`src/rtl/nbit_serial_addsub.sv`:
```
// Digit-serial WIDTH-bit adder/subtractor: DIGIT bits per clock, LSB first,
// with signed/unsigned overflow, optional saturation and start/busy/done handshake.
module nbit_serial_addsub #(
  parameter int unsigned WIDTH = 8,
  parameter int unsigned DIGIT = 1
) (
  input  logic             clk,
  input  logic             rst,
  input  logic             start,
  input  logic [WIDTH-1:0] a,
  input  logic [WIDTH-1:0] b,
  input  logic             sub,
  input  logic             signed_mode,
  input  logic             sat,
  output logic             busy,
  output logic             done,
  output logic [WIDTH-1:0] result,
  output logic             carry,
  output logic             overflow,
  output logic             zero
);

  localparam int unsigned DIGITS = WIDTH / DIGIT;
  localparam int unsigned SW     = DIGIT + 1;
  localparam int unsigned CW     = (DIGITS > 1) ? $clog2(DIGITS) : 1;
  localparam int unsigned XW     = WIDTH + DIGIT;

  typedef enum logic [1:0] {
    S_IDLE = 2'd0,
    S_RUN  = 2'd1,
    S_DONE = 2'd2
  } state_t;

  state_t           r_state;
  logic [WIDTH-1:0] r_a;
  logic [WIDTH-1:0] r_b;
  logic [WIDTH-1:0] r_part;
  logic             r_cy;
  logic [CW-1:0]    r_cnt;
  logic             r_sub;
  logic             r_signed;
  logic             r_sat;
  logic             r_busy;
  logic             r_done;
  logic [WIDTH-1:0] r_result;
  logic             r_carry;
  logic             r_overflow;
  logic             r_zero;

  logic [DIGIT-1:0] w_a_sl;
  logic [DIGIT-1:0] w_b_sl;
  logic [SW-1:0]    w_sum;
  logic [WIDTH-1:0] w_part_next;
  logic [WIDTH-1:0] w_a_next;
  logic [WIDTH-1:0] w_b_next;
  logic             w_last;
  logic             w_cout;
  logic             w_cin_msb;
  logic             w_ovf;
  logic [WIDTH-1:0] w_sat_val;
  logic [WIDTH-1:0] w_res;

  // Digit slice adder, shifters and final flag/saturation logic
  always_comb begin
    w_a_sl      = r_a[DIGIT-1:0];
    w_b_sl      = r_b[DIGIT-1:0];
    w_sum       = SW'(w_a_sl) + SW'(w_b_sl) + SW'(r_cy);
    // sum slice enters at the top; after DIGITS shifts the result is aligned
    w_part_next = WIDTH'({w_sum[DIGIT-1:0], r_part} >> DIGIT);
    w_a_next    = WIDTH'({{DIGIT{1'b0}}, r_a} >> DIGIT);
    w_b_next    = WIDTH'({{DIGIT{1'b0}}, r_b} >> DIGIT);
    w_last      = (r_cnt == CW'(DIGITS - 1));
    w_cout      = w_sum[DIGIT];
    // on the last digit the slice MSBs are the operand MSBs
    w_cin_msb   = w_sum[DIGIT-1] ^ w_a_sl[DIGIT-1] ^ w_b_sl[DIGIT-1];
    w_ovf       = r_signed ? (w_cin_msb ^ w_cout) : (r_sub ? ~w_cout : w_cout);
    w_sat_val   = '0;
    if (r_signed) begin
      w_sat_val = w_a_sl[DIGIT-1] ? {1'b1, {(WIDTH-1){1'b0}}}
                                  : {1'b0, {(WIDTH-1){1'b1}}};
    end else begin
      w_sat_val = r_sub ? {WIDTH{1'b0}} : {WIDTH{1'b1}};
    end
    w_res = (r_sat && w_ovf) ? w_sat_val : w_part_next;
  end

  // Control FSM with datapath registers and registered outputs
  always_ff @(posedge clk or posedge rst) begin
    if (rst) begin
      r_state    <= S_IDLE;
      r_a        <= '0;
      r_b        <= '0;
      r_part     <= '0;
      r_cy       <= 1'b0;
      r_cnt      <= '0;
      r_sub      <= 1'b0;
      r_signed   <= 1'b0;
      r_sat      <= 1'b0;
      r_busy     <= 1'b0;
      r_done     <= 1'b0;
      r_result   <= '0;
      r_carry    <= 1'b0;
      r_overflow <= 1'b0;
      r_zero     <= 1'b0;
    end else begin
      case (r_state)
        S_IDLE, S_DONE: begin
          r_done <= 1'b0;
          if (start) begin
            r_a      <= a;
            r_b      <= sub ? ~b : b;
            r_part   <= '0;
            r_cy     <= sub;
            r_cnt    <= '0;
            r_sub    <= sub;
            r_signed <= signed_mode;
            r_sat    <= sat;
            r_busy   <= 1'b1;
            r_state  <= S_RUN;
          end else begin
            r_state  <= S_IDLE;
          end
        end
        S_RUN: begin
          r_a    <= w_a_next;
          r_b    <= w_b_next;
          r_part <= w_part_next;
          r_cy   <= w_cout;
          r_cnt  <= r_cnt + CW'(1);
          if (w_last) begin
            r_result   <= w_res;
            r_carry    <= w_cout;
            r_overflow <= w_ovf;
            r_zero     <= (w_res == '0);
            r_done     <= 1'b1;
            r_busy     <= 1'b0;
            r_state    <= S_DONE;
          end
        end
        default: begin
          r_busy  <= 1'b0;
          r_done  <= 1'b0;
          r_state <= S_IDLE;
        end
      endcase
    end
  end

  assign busy     = r_busy;
  assign done     = r_done;
  assign result   = r_result;
  assign carry    = r_carry;
  assign overflow = r_overflow;
  assign zero     = r_zero;

endmodule

```
`config.mk`:
```
export PLATFORM = sky130hd
export DESIGN_NAME = nbit_serial_addsub
export DESIGN_NICKNAME = d
export VERILOG_FILES = /design/src/rtl/nbit_serial_addsub.sv
export SDC_FILE = /design/constraint.sdc
export NUM_CORES = 1
export LEC_CHECK = 0
export CAP_MARGIN = 20
export CORE_MARGIN = 10
export CORE_UTILIZATION = 56
export DETAILED_ROUTE_END_ITERATION = 12
export PLACE_DENSITY = 0.92
export SYNTH_ARGS = -nofsm -noshare
export SYNTH_HDL_FRONTEND = slang
export SYNTH_SLANG_ARGS = --single-unit
export TNS_END_PERCENT = 50
```
`constraint.sdc`:
```
create_clock -name clk -period 6.7 [get_ports clk]
set_clock_uncertainty 0.2 [all_clocks]
set_input_delay 1.34 -clock clk [delete_from_list [all_inputs] [get_ports clk]]
set_output_delay 1.34 -clock clk [all_outputs]
set_load 0.02 [all_outputs]
```
== After elaboration in Yosys (flattened, before gate mapping) ==
Index checks and enable logic that the tools add are counted.

* Register bits: 46
* Logic and storage cells: 62
* Input port bits: 22

* Reduce and logical (&&, ||, !) cells: 9
* Bitwise operators: 5
* Add/subtract/negate cells: 3
* Muxes and demuxes: 25
* Equality and inequality tests: 5

{| class="wikitable"
|+ Operators by type and width
! kind !! count
|-
| $mux W8 || 8
|-
| $pmux W8 S2 || 3
|-
| $logic_not A8 Y1 || 1
|-
| $mux W1 || 8
|-
| $not A8 Y8 || 1
|-
| $reduce_and A2 Y1 || 4
|-
| $pmux W3 S2 || 1
|-
| $ne A2 B2 Y1 const B || 2
|-
| $pmux W1 S2 || 2
|-
| $pmux W2 S2 || 1
|-
| $add A3 B1 Y3 const B || 1
|-
| $eq A3 B3 Y1 const B || 1
|-
| $mux W3 || 1
|-
| $xor A1 B1 Y1 || 3
|-
| $add A1 B1 Y2 || 1
|-
| $add A2 B1 Y2 || 1
|-
| $eq A2 B1 Y1 const B || 1
|-
| $eq A2 B2 Y1 const B || 1
|-
| $logic_not A2 Y1 || 1
|-
| $mux W2 || 1
|-
| $reduce_bool A2 Y1 || 1
|-
| $reduce_or A2 Y1 || 1
|-
| $logic_and A1 B1 Y1 || 1
|-
| $not A1 Y1 || 1
|}

== Logic depth before layout (Yosys ltp) ==
* Word-level depth: 9
* Gate-level depth with buffers: 7
* Mapped depth without buffers: 6

== Worst setup path after synthesis ==
No wires, ideal clock.

* Path kind: input -> register
* From: input start
* To: register r_b[0]
* Slack: 4066 ps
* Stages: 5
* Path buffers: 2
* Library setup time: 66 ps
* Arrival: 2367 ps
* Cell sequence: nor2b_1 -> buf_1 -> nor2_1 -> clkbuf_1 -> a221o_1

* Longest elaborated chain between the ends: 2

{| class="wikitable"
|+ Ends and longest elaborated chain
! what !! RTL line !! RTL
|-
| start, declared || 9 || <nowiki>input logic start,</nowiki>
|-
| $ne A2 B2 Y1 (no source line) || n/a ||
|-
| $reduce_and A2 Y1 (no source line) || n/a ||
|-
| end signal, assigned || 111 || <nowiki>r_b <= sub ? ~b : b;</nowiki>
|-
| end signal, assigned || 126 || <nowiki>r_b <= w_b_next;</nowiki>
|-
| end, declared || 36 || <nowiki>logic [WIDTH-1:0] r_b;</nowiki>
|}

Every way passes these cells.
A chain may end at the register's enable or synchronous reset.

== Worst setup path after layout ==
* From: input start
* To: register r_b[4]

Same word-level chain as after synthesis.

==> flow_metrics.env <==
export IMPL_reg2reg_to="result[7]"
export IMPL_vias_per_cell=5.75
export IMPL_end_kind="flip-flop"
export IMPL_ys_warn_count=0
export IMPL_overflow=0
export IMPL_period_share=0.516
export IMPL_slew_viol_final=0
export IMPL_rows=21
export IMPL_root_buffer="clkbuf_4"
export IMPL_holdPathStages=2
export IMPL_antenna_left=0
export IMPL_grt_max_degree=45
export IMPL_synthCells=188
export IMPL_p_per_area_nw_per_um2=512
export IMPL_yosys_top_cells_count="44 x dfrtp_1, 24 x nand2_1, 17 x nor2_1"
export IMPL_hold_buffers=0
export IMPL_port_buffers=34
export IMPL_cts_resized=0
export IMPL_remaining_drc_errors=0
export IMPL_netlist_area_um2=2010
export IMPL_antenna_found_initial=0
export IMPL_synth_cell_types=30
export IMPL_synth_edff_count=0
export IMPL_timing_rr_start="r_b[0]"
export IMPL_cts_buffers=5
export IMPL_syn_nets=213
export IMPL_cap_violations=0
export IMPL_drive_above_1_share=0.0631
export IMPL_max_slew_margin=0.398
export IMPL_clkLatencyLatePin_ps=360
export IMPL_wirelength_um=4270
export IMPL_r2r_cells=6
export IMPL_place_congestion=0.894
export IMPL_hold_end="r_a[1]"
export IMPL_post_drt_wl_per_cell_um=15.9
export IMPL_chipWidth_um=79.9
export IMPL_grt_pass1_wl_um=6960
export IMPL_area_growth_pct=21.8
export IMPL_n_fill_cell=233
export IMPL_dr_pass1_iters=4
export IMPL_insertedDiodeCount=0
export IMPL_h_tree_depth=2
export IMPL_synthArstFlopShare=1.00
export IMPL_dp_hpwl_um=3070
export IMPL_fp_dieH_um=79.9
export IMPL_cts_tree="built"
export IMPL_syn_mean_instance_area_um2=10.7
export IMPL_seq_area_um2=1100
export IMPL_synth_top_area_frac=0.547
export IMPL_status="finished clean"
export IMPL_yosysMostFrequentCell="dfrtp_1"
export IMPL_cp_required_ps=6740
export IMPL_arrival_ps=3500
export IMPL_fin_crit_ps=3450
export IMPL_finalSetupTns_ps=0
export IMPL_first_iter_violations=205
export IMPL_synth_seq_cells=44
export IMPL_hold_violations=0
export IMPL_clkSinkCount=44
export IMPL_multi_input_area_um2=832
export IMPL_initial_utilization=0.589
export IMPL_ys_flop_type="dfrtp_1"
export IMPL_core_region_area_um2=3420
export IMPL_clk_pin_slew_worst_paths_ps=120
export IMPL_grt_usage=0.135
export IMPL_rsz0062_at_grt="false"
export IMPL_hold_path_class="flip-flop to flip-flop"
export IMPL_cts_setup_buffers=0
export IMPL_worst_slew_pin_slew_ps=902
export IMPL_io_pins=35
export IMPL_ir_drop_mv=0.260
export IMPL_min_from="r_a[1]"
export IMPL_nNetsFinal=246
export IMPL_clockBufferDepth=2
export IMPL_vias=1541
export IMPL_synth_area_leaders="dfrtp_1 55%, nand2_1 4.5%, a22o_1 4.4%"
export IMPL_r2r_setup_slack_ps=4000
export IMPL_fmax_ghz=0.289
export IMPL_ys_seq_area_frac=0.547
export IMPL_power_leakage_nw=1.08
export IMPL_worst_setup_path_type="input pin to flip-flop"
export IMPL_fin_util=0.717
export IMPL_finalSetupViolCount=0
export IMPL_critPathLaunchType="input pin"
export IMPL_cp_max_fo=19
export IMPL_grt_pass1_vias=1479
export IMPL_fp_dieArea_um2=6390
export IMPL_synth_top_area_cell="dfrtp_1"
[layout by cell type (no fill, tap or decap), types with 2 or more instances in the layout]
| cell type | n |
|---|---|
| a21oi_1 | 10 |
| a221o_1 | 8 |
| a22o_1 | 10 |
| a22oi_1 | 6 |
| buf_4 | 3 |
| clkbuf_4 | 5 |
| clkdlybuf4s50_1 | 34 |
| clkinvlp_4 | 2 |
| dfrtp_1 | 44 |
| ha_1 | 2 |
| inv_1 | 7 |
| nand2_1 | 24 |
| nand2b_1 | 2 |
| nand3b_1 | 2 |
| nor2_1 | 17 |
| nor2b_1 | 3 |
| nor3_1 | 4 |
| o21ai_0 | 9 |
| o31ai_1 | 10 |
| xnor2_1 | 8 |
[through the flow]
step                      instances  power [W]  hold WS, ps  setup WS, ps  instance area (µm²)
final                           268    0.00125          293          3250                 2450
after global routing            268    0.00134          324          3100                 2450
after CTS                       268    0.00125          294          3270                 2450
after detailed placement        260    0.00112          266          2900                 2380
after global placement          260    0.00109          260          2990                 2380
after floorplan                 188   0.000939          246          4070                 2010
[per-layer routing]
layer  GRT usage  vias up  share of wire
met5           0        -              0
met4      0.0563        0          0.020
li1            -      736              -
met2       0.217       52           0.48
met3      0.0383       13          0.057
met1       0.165      740           0.44
[layout make-up]
cell class / instances / share of cell area
clock buffers: 6 / 0.0209
clock inverters: 2 / 0.00613
flip-flops and latches: 44 / 0.449
well taps: 46 / 0.0235
inverters: 8 / 0.0123
repair buffers: 37 / 0.148
multi-input cells: 125 / 0.340
[worst max-delay path by stage]
stage	to	depth (start not counted)	slack [ps]	start
after global placement	r_b[0]	5	2990	start
after CTS	r_b[4]	5	3270	start
after global routing	r_b[5]	5	3100	start
after detailed placement	r_b[3]	5	2900	start
final	r_b[4]	5	3250	start
after floorplan	r_b[0]	5	4070	start
[sequential cells by signal, summed over array words and instances (netlist names), 2 cells and up]
signal / count
r_a: 8
r_cnt: 3
r_part: 7
r_state: 2
result: 8
r_b: 8
[kinds of logic (layout without fill, tap and decap cells)]
group           count (synthesis)  after routing  share of synthesized area
fa+ha+maj                       3              3                     0.0224
simple gates                   55             55                      0.119
buf+inv                        19             53                     0.0392
xor+xnor                       10             10                     0.0591
compound gates                 57             57                      0.213
flops                          44             44                      0.547
[where the power goes]
part           switching, W  internal (W)
clock             0.0000876     0.0000510
combinational      0.000326      0.000307
sequential        0.0000946      0.000387
[worst max-delay path, cell delays in order]
cell             delay, ps
clkdlybuf4s50_1        520
nor2b_1                740
nor2_1                 300
buf_4                  290
a221o_1                310
Note: power is estimated with default switching activity, not from simulation.
==> edit, RTL diff (same settings) <==
Re-encode `state_t` (3 states) as one-hot, 3 bits wide.
--- a/src/rtl/nbit_serial_addsub.sv
+++ b/src/rtl/nbit_serial_addsub.sv
@@ -25,10 +25,10 @@
   localparam int unsigned CW     = (DIGITS > 1) ? $clog2(DIGITS) : 1;
   localparam int unsigned XW     = WIDTH + DIGIT;
 
-  typedef enum logic [1:0] {
-    S_IDLE = 2'd0,
-    S_RUN  = 2'd1,
-    S_DONE = 2'd2
+  typedef enum logic [2:0] {
+    S_IDLE = 3'b001,
+    S_RUN  = 3'b010,
+    S_DONE = 3'b100
   } state_t;
 
   state_t           r_state;
Function: no difference found for any inputs over 10 cycles, from zero or initial values and one cycle with rst high; not proved beyond that.
==> edit against the unedited design <==
- critical path depth decreased by 4
- hold slack got worse by 0.011 ns
- sequential cell count rose by 1
- via count rose by 6.1%
- core utilization up 0.37 points
- wire length up 5.9%
- sequential share of layout area down 3.2 points
- sequential power fell by 12%
- largest cell class unchanged
- final cell count is 10% higher
- worst setup slack better by 0.51 ns
- design area grew 10%
- area after synthesis grew 11%
- highest routed layer unchanged
- power shrank 10%
==> edit: results (changes against the unedited design) <==
========================================================================================================
Highest ir drop seen on vdd ...............................................................    0.2469 mV   -4.9%
Share of post-route cells with drive strength above 1 .....................................       8.468%   +2.2 points
Post-CTS clock slew at the launch and capture registers of the worst setup and hold paths .      0.09 ns   -0.03 ns
Post-detailed-routing wire length .........................................................      4518 um   +5.9%
Root buffer cell .......................................................................... sky130_fd_sc_hd__clkbuf_8
Hold EP ...................................................................................     overflow
Final worst hold slack ....................................................................    0.2815 ns   -0.01143 ns
Global-route total usage across every layer ...............................................       13.37%   -0.097 points
Library cells used by synthesis ...........................................................           47   +57%
Wirelength per Cell .......................................................................     15.26 um   -4.2%
Power drawn by the combinational cells ....................................................       487 uW   -23%
Run status ................................................................................ finished clean
CP Launch Point ...........................................................................   r_state[2]
Max transition margin .....................................................................       57.86%   +18 points
Arrival time reported for the critical path endpoint ......................................      1.40 ns   -2.10 ns
Startpoint of the worst hold path .........................................................     overflow
Via count .................................................................................         1635   +6.1%
Cells after synthesis .....................................................................          218   +16%
Crit share post-route .....................................................................       43.88%   -7.7 points
Largest net degree at the start of global routing .........................................           46   +2.2%
Dominant delay contributor by cell family on the critical path ............................ buffers and inverters
Part of the total power dissipated in the clock network ...................................        19.2%   +8.1 points
Fill cell instance count of the final layout ..............................................          297   +27%
First-pass GRT wire length ................................................................      7790 um   +12%
Most area-consuming cells after synthesis ................................................. sky130_fd_sc_hd__dfrtp_1 (49%), sky130_fd_sc_hd__mux2i_1 (7.2%), sky130_fd_sc_hd__nand2_1 (6.2%)
Via count of the first global-routing pass ................................................         1671   +13%
Cells after DPL ...........................................................................          288   +11%
Max stage delay on crit path ..............................................................      0.64 ns   -0.10 ns
========================================================================================================
==> edit: logic make-up after synthesis <==
kind of cell               count (synthesis)  share of synthesized area, %
and+or+nand+nor                           63                         13.43
AOI/OAI and AO/OA                         53                         14.83
DFF                                       45                         50.62
buffers and inverters                     24                         4.719
muxes                                     18                         8.202
xor gates and xnor gates                  12                         6.180
adders and majority gates                  3                         2.022
==> edit: metal layers <==
metal  routed length [um]  track usage [%]
met5                    0                0
met4                   61            4.615
met3                  256            3.711
met2                 2278            22.28
met1                 1922            16.06
==> edit: layout make-up <==
| type | instances | area [sq um] | share of cell area (%) |
|---|---|---|---|
| clock buffer | 6 | 82.58 | 3.060 |
| clock inverter | 2 | 37.54 | 1.391 |
| timing repair buffer | 37 | 362.8 | 13.44 |
| multi-input combinational | 149 | 994.7 | 36.86 |
| tap | 48 | 60.06 | 2.225 |
| sequential | 45 | 1127 | 41.77 |
| inverter | 9 | 33.78 | 1.252 |
